`src/rtl/cmd_fetch_pkg.sv`:
```
// rtl/cmd_fetch_pkg.sv - shared opcode constants and fetch state encoding
// Purpose: 6-bit command opcodes shared by the fetch front end and the
//          control unit, plus the fetch FSM state type.
// Ports:   none (package).
package cmd_fetch_pkg;

  localparam logic [5:0] OP_PUSH = 6'h00;
  localparam logic [5:0] OP_POP  = 6'h01;
  localparam logic [5:0] OP_DUP  = 6'h02;
  localparam logic [5:0] OP_SWAP = 6'h03;
  localparam logic [5:0] OP_JMP  = 6'h10;
  localparam logic [5:0] OP_JE   = 6'h11;
  localparam logic [5:0] OP_ADD  = 6'h20;
  localparam logic [5:0] OP_SUB  = 6'h21;
  localparam logic [5:0] OP_MUL  = 6'h22;
  localparam logic [5:0] OP_DIV  = 6'h23;
  localparam logic [5:0] OP_MOV  = 6'h30;
  localparam logic [5:0] OP_MSR  = 6'h31;
  localparam logic [5:0] OP_PSR  = 6'h32;
  localparam logic [5:0] OP_PPC  = 6'h33;
  localparam logic [5:0] OP_WINT = 6'h3E;
  localparam logic [5:0] OP_HLT  = 6'h3F;

  typedef enum logic [2:0] {
    ST_IDLE,
    ST_OP,
    ST_IMM,
    ST_READY,
    ST_DRAIN
  } fetch_state_e;

endpackage

```
`src/rtl/cmd_fetch_decode.sv`:
```
// rtl/cmd_fetch_decode.sv - combinational opcode classifier
// Purpose: tells whether an opcode is legal and whether it carries an
//          immediate. Shared with the control unit.
// Ports:   opcode_i  in  6  opcode field of a command byte
//          has_imm_o out 1  opcode is followed by immediate bytes
//          legal_o   out 1  opcode is in the legal set
module cmd_decode
  import cmd_fetch_pkg::*;
(
  input  logic [5:0] opcode_i,
  output logic       has_imm_o,
  output logic       legal_o
);

  always_comb begin
    has_imm_o = 1'b0;
    legal_o   = 1'b0;
    case (opcode_i)
      OP_PUSH, OP_JMP, OP_JE: begin
        has_imm_o = 1'b1;
        legal_o   = 1'b1;
      end
      OP_POP, OP_DUP, OP_SWAP,
      OP_ADD, OP_SUB, OP_MUL, OP_DIV,
      OP_MOV, OP_MSR, OP_PSR, OP_PPC,
      OP_WINT, OP_HLT: begin
        legal_o = 1'b1;
      end
      default: begin
        legal_o = 1'b0;
      end
    endcase
  end

endmodule

```
`src/rtl/cmd_fetch.sv`:
```
// rtl/cmd_fetch.sv - command fetch/decode front end of the stack processor
// Purpose: fetches the command byte at pc_in, splits it into opcode/sub,
//          fetches IMM_BYTES little-endian immediate bytes when required and
//          presents the decoded command with a valid/ready handshake.
// Ports:   clk, rst_n                      clock, async active-low reset
//          pc_in, flush                    next command address, discard
//          mem_req/mem_addr/mem_ack/mem_rdata  program memory read port
//          cmd_valid/cmd_ready             command handshake
//          opcode, sub, imm, cmd_len, illegal  decoded command
module cmd_fetch
  import cmd_fetch_pkg::*;
#(
  parameter int ADDR_W    = 16,
  parameter int IMM_BYTES = 4
) (
  input  logic                   clk,
  input  logic                   rst_n,
  input  logic [ADDR_W-1:0]      pc_in,
  input  logic                   flush,
  output logic                   mem_req,
  output logic [ADDR_W-1:0]      mem_addr,
  input  logic                   mem_ack,
  input  logic [7:0]             mem_rdata,
  output logic                   cmd_valid,
  input  logic                   cmd_ready,
  output logic [5:0]             opcode,
  output logic [1:0]             sub,
  output logic [8*IMM_BYTES-1:0] imm,
  output logic [2:0]             cmd_len,
  output logic                   illegal
);

  localparam int              K_W     = (IMM_BYTES > 1) ? $clog2(IMM_BYTES) : 1;
  localparam logic [K_W-1:0]  K_LAST  = K_W'(IMM_BYTES - 1);
  localparam logic [2:0]      LEN_IMM = 3'(1 + IMM_BYTES);

  fetch_state_e           state_q, state_d;
  logic [ADDR_W-1:0]      addr_q, addr_d;
  logic [5:0]             opcode_q, opcode_d;
  logic [1:0]             sub_q, sub_d;
  logic [8*IMM_BYTES-1:0] imm_q, imm_d;
  logic [K_W-1:0]         k_q, k_d;
  logic [2:0]             len_q, len_d;
  logic                   illegal_q, illegal_d;

  logic dec_has_imm;
  logic dec_legal;

  // Classify the incoming byte directly so the OP-state ack can branch
  // without an extra cycle.
  cmd_decode u_decode (
    .opcode_i  (mem_rdata[7:2]),
    .has_imm_o (dec_has_imm),
    .legal_o   (dec_legal)
  );

  always_ff @(posedge clk or negedge rst_n) begin
    if (!rst_n) begin
      state_q   <= ST_IDLE;
      addr_q    <= '0;
      opcode_q  <= '0;
      sub_q     <= '0;
      imm_q     <= '0;
      k_q       <= '0;
      len_q     <= 3'd1;
      illegal_q <= 1'b0;
    end else begin
      state_q   <= state_d;
      addr_q    <= addr_d;
      opcode_q  <= opcode_d;
      sub_q     <= sub_d;
      imm_q     <= imm_d;
      k_q       <= k_d;
      len_q     <= len_d;
      illegal_q <= illegal_d;
    end
  end

  always_comb begin
    state_d   = state_q;
    addr_d    = addr_q;
    opcode_d  = opcode_q;
    sub_d     = sub_q;
    imm_d     = imm_q;
    k_d       = k_q;
    len_d     = len_q;
    illegal_d = illegal_q;

    case (state_q)
      ST_IDLE: begin
        // One settling cycle for the PC; addr_q doubles as the base address.
        addr_d  = pc_in;
        imm_d   = '0;
        state_d = flush ? ST_IDLE : ST_OP;
      end

      ST_OP: begin
        if (mem_ack) begin
          if (flush) begin
            state_d = ST_IDLE;
          end else begin
            opcode_d  = mem_rdata[7:2];
            sub_d     = mem_rdata[1:0];
            illegal_d = !dec_legal;
            k_d       = '0;
            if (dec_legal && dec_has_imm) begin
              addr_d  = addr_q + ADDR_W'(1);
              state_d = ST_IMM;
            end else begin
              len_d   = 3'd1;
              state_d = ST_READY;
            end
          end
        end else if (flush) begin
          state_d = ST_DRAIN;
        end
      end

      ST_IMM: begin
        if (mem_ack) begin
          if (flush) begin
            state_d = ST_IDLE;
          end else begin
            imm_d[{k_q, 3'b000} +: 8] = mem_rdata;
            k_d = k_q + K_W'(1);
            if (k_q == K_LAST) begin
              len_d   = LEN_IMM;
              state_d = ST_READY;
            end else begin
              // Address wraps naturally at 2^ADDR_W.
              addr_d = addr_q + ADDR_W'(1);
            end
          end
        end else if (flush) begin
          state_d = ST_DRAIN;
        end
      end

      ST_READY: begin
        // flush takes priority over a same-cycle consume.
        if (flush || cmd_ready) begin
          state_d = ST_IDLE;
        end
      end

      ST_DRAIN: begin
        // Keep the outstanding request alive until memory answers, then drop it.
        if (mem_ack) begin
          state_d = ST_IDLE;
        end
      end

      default: begin
        state_d = ST_IDLE;
      end
    endcase
  end

  assign mem_req   = (state_q == ST_OP) || (state_q == ST_IMM) || (state_q == ST_DRAIN);
  assign mem_addr  = addr_q;
  assign cmd_valid = (state_q == ST_READY);
  assign opcode    = opcode_q;
  assign sub       = sub_q;
  assign imm       = imm_q;
  assign cmd_len   = len_q;
  assign illegal   = illegal_q;

endmodule

```
`config.mk`:
```
export PLATFORM = sky130hd
export DESIGN_NAME = cmd_fetch
export DESIGN_NICKNAME = d
export VERILOG_FILES = /design/src/rtl/cmd_fetch_pkg.sv /design/src/rtl/cmd_fetch_decode.sv /design/src/rtl/cmd_fetch.sv
export SDC_FILE = /design/constraint.sdc
export NUM_CORES = 1
export LEC_CHECK = 0
export ABC_CLOCK_PERIOD_IN_PS = 5200
export CORE_MARGIN = 5
export CORE_UTILIZATION = 52
export DETAILED_ROUTE_END_ITERATION = 6
export PLACE_DENSITY = 0.95
export SYNTH_ARGS = -nofsm -noshare
export SYNTH_HDL_FRONTEND = slang
export SYNTH_SLANG_ARGS = --single-unit
export TNS_END_PERCENT = 10
```
`constraint.sdc`:
```
create_clock -name clk -period 5.2 [get_ports clk]
set_input_delay 1.56 -clock clk [delete_from_list [all_inputs] [get_ports clk]]
set_output_delay 1.56 -clock clk [all_outputs]
set_load 0.02 [all_outputs]
```
==> results of run 1 <==
## state kept, by name (all words and copies together) (netlist names)
name,flops
imm,32
mem_addr,16
opcode,6
state_q,3
k_q,2
sub,2
cmd_len,1
illegal,1
## worst max path at each step
stage / start / to
after floorplan: state_q[2] / mem_req
after global placement: mem_rdata[3] / mem_addr[10]
after detailed placement: mem_rdata[3] / mem_addr[10]
after CTS: state_q[2] / mem_req
after global routing: state_q[2] / mem_req
final: state_q[2] / mem_req
## metrics by stage
step	util	instance area, um^2	setup WS, ns	hold slack, ns	instances
after floorplan	-	3200	2.03	0.516	293
after global placement	0.688	4100	1.26	0.488	440
after detailed placement	0.688	4100	1.17	0.492	440
after CTS	0.727	4330	1.28	0.511	456
after global routing	0.727	4330	1.21	0.518	456
final	0.727	4330	1.30	0.507	456
## worst max-delay path, stage by stage, from the launching register on
cell	delay (ns)
dfrtp_1	0.70
or3b_4	0.57
o21ai_0	0.10
clkdlybuf4s50_1	0.63
## placed cells by master, fill, tap and decap left out, types with 3 or more instances in the layout
cell	n
mux2_2	9
nand4_1	4
a21oi_1	8
o22a_1	3
clkdlybuf4s50_1	87
a22oi_1	7
nor3_1	12
a22o_1	35
o22ai_1	13
o21ai_0	3
nand3_1	7
dfrtp_1	63
o21ai_1	4
inv_1	11
nand2_1	10
nor4_4	3
o2bb2ai_1	8
buf_4	5
nor4_1	8
ha_1	5
and3b_1	4
clkbuf_8	10
nor3b_1	3
nor2_1	15
## final cells by class
cell class                 instances  area, um^2
fill                             429        1630
tap                               75        93.8
sequential                        63        1580
inverter                          12        45.0
clock buffer                      10         138
timing repair buffer              93         913
multi-input combinational        197        1470
clock inverter                     6        92.6
## per-layer routing
layer / global-route usage / wire [um] / vias up
met4: 0.0975 / 224 / 0
met5: 0 / 0 / -
li1: - / - / 1297
met1: 0.326 / 3610 / 1415
met2: 0.397 / 4410 / 196
met3: 0.0615 / 948 / 26
## logic make-up (layout without fill, tap and decap cells)
group / after synthesis / after routing / synth area share
compound gates: 96 / 96 / 0.234
buf+inv: 33 / 121 / 0.0489
flops: 63 / 63 / 0.493
fa+ha+maj: 5 / 5 / 0.0196
xor+xnor: 2 / 2 / 0.00548
mux: 10 / 10 / 0.0348
simple gates: 82 / 82 / 0.162
other cells: 2 / 2 / 0.00235
## report_power, final
group          internal [mW]  switching (mW)  total, mW
Combinational          0.406           0.497      0.903
Clock                  0.285           0.208      0.494
Sequential             0.603           0.156      0.759
==> results.md, run 1 <==
| Result | Value |
|---|---|
| Status | complete, no violations |
| Number of antenna violations at the first check in global routing | 0 |
| P per Cell Area | 498 mW/mm^2 |
| Number of hold-repair buffers added at the cts stage | 0 |
| Chip width | 88.4 um |
| Max clock buf depth | 2 |
| Number of input and output port buffers inserted | 88 |
| Worst rel slew slack | 0.366 |
| Total via count in the routed design | 2934 |
| Maximum clock frequency | 256 MHz |
| Total standard cell area after synthesis | 0.00320 mm^2 |
| Type of element launching the critical path | flip-flop |
| Post-Synthesis Cells | 293 |
| Top-area cell type share of the netlist area | 0.493 |
| Dominant register cell in the synthesized netlist | dfrtp_1 |
| Share of final-layout standard cells stronger than drive strength 1 | 0.108 |
| Slew Limit Fails | 0 |
| Summed negative setup slack over all endpoints | 0 ns |
| Number of antenna repair diodes | 0 |
| FF-to-FF setup slack | 2.78 ns |
| Starting utilization of the core area | 0.537 |
| Lkg Pwr | 1.81 nW |
| Required time of the worst setup path | 3.64 ns |
| Share of the yosys chip area belonging to registers | 0.493 |
| Maximum number of pins on one net before global-route repair | 46 |
| Number of post-CTS setup repair buffers | 0 |
| Number of flops mapped to enable cells by yosys | 0 |
| Unrepaired setup endpoints after global routing | no |
| Synth-to-Final Area Change | 35.4% |
| Critical path data arrival time | 2.34 ns |
| Endpoint, Worst Hold | opcode[3] |
| Avg Cell Area, Syn | 10.9 um^2 |
| Capturing element type of the critical path | primary output |
| Number of failing setup endpoints in the final timing report | 0 |
| Overall overflow remaining after global route | 0 |
| Startpoint of the most critical register-to-register path | state_q[2] |
| Worst reg2reg path endpoint | imm[30] |
| Clock root buffer | clkbuf_8 |
| GR Util All Layers | 0.248 |
| Vias in the first global route | 2944 |
| Total Nets Final | 410 |
| Number of antenna-violating nets in the routed design | 0 |
| Yosys warning count | 0 |
| Violation count after the first detailed-routing iteration | 281 |
| Library cell with the largest summed area after synthesis | dfrtp_1 |
| IR drop worst, VDD | 360 uV |
| First-pass GRT wire length | 14800 um |
| Synth top area cells | dfrtp_1, a22o_1, mux2_2 |
| Clock skew | 0.00541 ns |
| Class of the tightest hold or removal check | flip-flop to flip-flop |
| RePlAce Congestion | 0.881 |
| Largest driver fanout on the critical path | 27 |
| Vias per cell | 6.43 |
| Cells resized by post-CTS repair | 0 |
| Synth async-reset ratio | 1.00 |
| Final critical path time including I/O delays and setup | 3.90 ns |
| Most common library cells after synthesis | dfrtp_1, a22o_1, nor2_1, o22ai_1, nor3_1 |
| Placeable core region | 0.00596 mm^2 |
| Most frequent cell after synthesis | dfrtp_1 |
| I/O pin count | 91 |
| DR WL/cell | 20.2 um |
| TritonRoute pass-1 iters | 5 |
| TritonCTS clock tree | built |
| Reg2reg path depth | 4 |
| Syn nets | 327 |
| Ratio of final minimum period to clock period | 0.751 |
| Remaining design rule violation count | 0 |
| Number of clock buffers inserted by TritonCTS | 9 |
| Final hold vios | 0 |
| Post-detailed-placement half-perimeter wirelength | 6290 um |
| Post-synthesis cell type count | 55 |
| Clock sinks | 63 |
| Htree depth | 3 |
| Count of cells along the worst hold path | 1 |
| Pin slew with the least headroom to its limit | 0.951 ns |
| Die ar. | 0.00782 mm^2 |
| Final routed wirelength across all metal layers | 9200 um |
| Clock insertion delay at the later pin of the skew report | 0.34 ns |
| Clock-pin slew reported for the worst setup and hold paths after clock tree synthesis | 0.08 ns |
| Setup Crit Path Kind | flip-flop to primary output |
| FF+latch count, synth | 63 |
| Height of the die | 88.4 um |
| Total power | 2.16 mW |
| Number of max-cap violations | 0 |
| Total number of placement rows | 28 |
| Hold wc startpoint | opcode[3] |
Note: power is estimated with default switching activity, not from simulation.
==> inputs of run 2 (changes only) <==
--- a/config.mk
+++ b/config.mk
@@ -5,11 +5,11 @@
 export SDC_FILE = /design/constraint.sdc
 export NUM_CORES = 1
 export LEC_CHECK = 0
-export ABC_CLOCK_PERIOD_IN_PS = 5200
+export ABC_CLOCK_PERIOD_IN_PS = 3500
 export CORE_MARGIN = 5
-export CORE_UTILIZATION = 52
+export CORE_UTILIZATION = 43
 export DETAILED_ROUTE_END_ITERATION = 6
-export PLACE_DENSITY = 0.95
+export PLACE_DENSITY = 0.85
 export SYNTH_ARGS = -nofsm -noshare
 export SYNTH_HDL_FRONTEND = slang
 export SYNTH_SLANG_ARGS = --single-unit
==> constraint.sdc (replaced) <==
create_clock -name clk -period 3.5 [get_ports clk]
set_input_delay 1.05 -clock clk [delete_from_list [all_inputs] [get_ports clk]]
set_output_delay 1.05 -clock clk [all_outputs]
set_load 0.02 [all_outputs]
==> run 2 against run 1 <==
Compared with the run above: hold slack about the same; global-route usage decreased by 4.5 points; power increased by 45%; cell area increased by 2.0%; first-iteration DRC count decreased by 25%; non-clock buffer count increased by 11; critical path depth unchanged; utilization decreased by 12 points; clock-buffer cell count decreased by 1; sequential share of layout area decreased by 0.71 points; final cell count increased by 7.7%; largest cell class unchanged; highest routed layer unchanged.
==> results.md, run 2 (synthesis gave the netlist of run 1 again) <==
| Result | Value | Change |
|---|---|---|
| Status | complete, no violations |  |
| Launch point of the critical path | state_q[1] |  |
| Largest driver fanout on the critical path | 13 | -52% |
| Most common library cell in the layout ignoring fill and taps | clkdlybuf4s50_1 |  |
| Type of element launching the critical path | flip-flop |  |
| Pin slew with the least headroom to its limit | 0.842 ns | -0.109 ns |
| Vias in the first global route | 2850 | -3.2% |
| Overall overflow remaining after global route | 0 | unchanged |
| Maximum number of pins on one net before global-route repair | 39 | -15% |
| Lkg Pwr | 1.86 nW | +2.4% |
| Number of max-cap violations | 0 | unchanged |
| Number of antenna repair diodes | 0 | unchanged |
| Maximum clock frequency | 307 MHz |  |
| Clock root buffer | clkbuf_8 |  |
| Total via count in the routed design | 2919 | -0.51% |
| GR Util All Layers | 0.203 | -0.0448 |
| IR drop worst, VDD | 477 uV | +33% |
| Ordered cell list for the critical path | or3b_4 -> o21ai_0 -> clkdlybuf4s50_1 |  |
| Max clock buf depth | 2 | unchanged |
| Startpoint of the most critical register-to-register path | state_q[1] |  |
| Chip width | 96.2 um | +8.8% |
| Clock skew | 0.0123 ns | +0.00689 ns |
| Clock insertion delay at the later pin of the skew report | 0.34 ns | about the same |
| Total power | 3.12 mW | +45% |
| Number of input and output port buffers inserted | 88 | unchanged |
| Height of the die | 96.2 um | +8.8% |
| First-pass GRT wire length | 14600 um | -1.9% |
| Required time of the worst setup path | 2.45 ns | -1.19 ns |
| Max incr delay on CP | 0.64 ns | -0.06 ns |
| Clock-pin slew reported for the worst setup and hold paths after clock tree synthesis | 0.08 ns | about the same |
| Count of cells along the worst hold path | 1 | unchanged |
| Starting utilization of the core area | 0.441 | -0.0960 |
| RePlAce Congestion | 0.872 | -1.0% |
| Final hold vios | 0 | unchanged |
| Highest-count cells in the layout ignoring fill and taps | clkdlybuf4s50_1, dfrtp_1, a22o_1 |  |
| Total number of placement rows | 31 | +11% |
| Final standard cell utilization of the core | 0.609 | -0.118 |
| Total Nets Final | 421 | +2.7% |
| Worst reg2reg path endpoint | mem_addr[15] |  |
| Capturing element type of the critical path | primary output |  |
| Post-detailed-placement half-perimeter wirelength | 6580 um | +4.7% |
| Remaining design rule violation count | 0 | unchanged |
| Summed negative setup slack over all endpoints | 0 ns | unchanged |
| Number of clock buffers inserted by TritonCTS | 9 | unchanged |
| Slew Limit Fails | 0 | unchanged |
| Ratio of final minimum period to clock period | 0.930 |  |
| Crit-path leading delay family | buffers and inverters |  |
| Placeable core region | 0.00725 mm^2 | +22% |
| Unrepaired setup endpoints after global routing | no |  |
| Number of antenna-violating nets in the routed design | 0 | unchanged |
| Share of final-layout standard cells stronger than drive strength 1 | 0.133 | +0.0250 |
| TritonRoute pass-1 iters | 5 | unchanged |
| Final critical path time including I/O delays and setup | 3.25 ns |  |
| Clock sinks | 63 | unchanged |
| P per Cell Area | 707 mW/mm^2 | +42% |
| Number of antenna violations at the first check in global routing | 0 | unchanged |
| Reg2reg path depth | 6 | +2 |
| Class of the tightest hold or removal check | flip-flop to flip-flop |  |
| FF-to-FF setup slack | 1.25 ns | -1.53 ns |
| Critical path data arrival time | 2.20 ns | -0.14 ns |
| Number of flip-flops under the largest register name | 32 | unchanged |
| DR WL/cell | 18.2 um | -9.7% |
| Htree depth | 3 | unchanged |
| Synth-to-Final Area Change | 38.1% |  |
| Vias per cell | 5.95 | -7.6% |
| Number of failing setup endpoints in the final timing report | 0 | unchanged |
| Setup Crit Path Kind | flip-flop to primary output |  |
| Cells resized by post-CTS repair | 0 | unchanged |
| TritonCTS clock tree | built |  |
| Hold wc startpoint | imm[9] |  |
| Worst rel slew slack | 0.435 | +0.0687 |
| Die ar. | 0.00926 mm^2 | +18% |
| Cell at the slowest stage of the critical path | clkdlybuf4s50_1 |  |
| Number of post-CTS setup repair buffers | 0 | unchanged |
| I/O pin count | 91 | unchanged |
| Final routed wirelength across all metal layers | 8940 um | -2.7% |
| Violation count after the first detailed-routing iteration | 212 | -25% |
| Endpoint, Worst Hold | imm[9] |  |
| Number of hold-repair buffers added at the cts stage | 0 | unchanged |
| Buffer and inverter count on the worst path | 1 | unchanged |
## run 2: stage by stage
| step | area (um^2) | cells | setup WS (ns) | hold WS, ns |
|---|---|---|---|---|
| finish | 4420 | 491 | 0.246 | 0.506 |
| global route | 4420 | 491 | 0.136 | 0.525 |
| CTS | 4420 | 491 | 0.223 | 0.510 |
| detailed placement | 4210 | 475 | 0.429 | 0.496 |
| global placement | 4210 | 475 | 0.483 | 0.488 |
| floorplan | 3200 | 293 | 0.839 | 0.516 |
## run 2: metal layers
layer,wire length [um],vias up,part of all wire,global-route usage
met5,0,-,0,0
met4,89,0,0.010,0.0711
met3,877,10,0.098,0.0446
met2,4220,179,0.47,0.323
met1,3760,1420,0.42,0.273
li1,-,1310,-,-
## run 2: report_power, final
group	total, mW	internal [mW]	leakage [nW]	switching (mW)
clock network	0.644	0.336	0.0964	0.309
registers	1.10	0.897	0.823	0.204
logic	1.38	0.619	0.937	0.758
## run 2: final cells by class
cell class | instances | area (um^2)
fillers | 606 | 2840
clock inverters | 7 | 80.1
well taps | 99 | 124
repair buffers | 104 | 996
inverters | 12 | 45.0
clock buffers | 9 | 124
flip-flops and latches | 63 | 1580
multi-input cells | 197 | 1470
## run 2: how the worst max path moves through the flow
| stage | to | slack (ns) | depth (start not counted) |
|---|---|---|---|
| after floorplan | mem_req | 0.84 | 5 |
| after global routing | mem_req | 0.14 | 3 |
| after CTS | mem_req | 0.22 | 3 |
| after detailed placement | mem_addr[15] | 0.43 | 5 |
| after global placement | mem_addr[15] | 0.48 | 5 |
| final | mem_req | 0.25 | 3 |
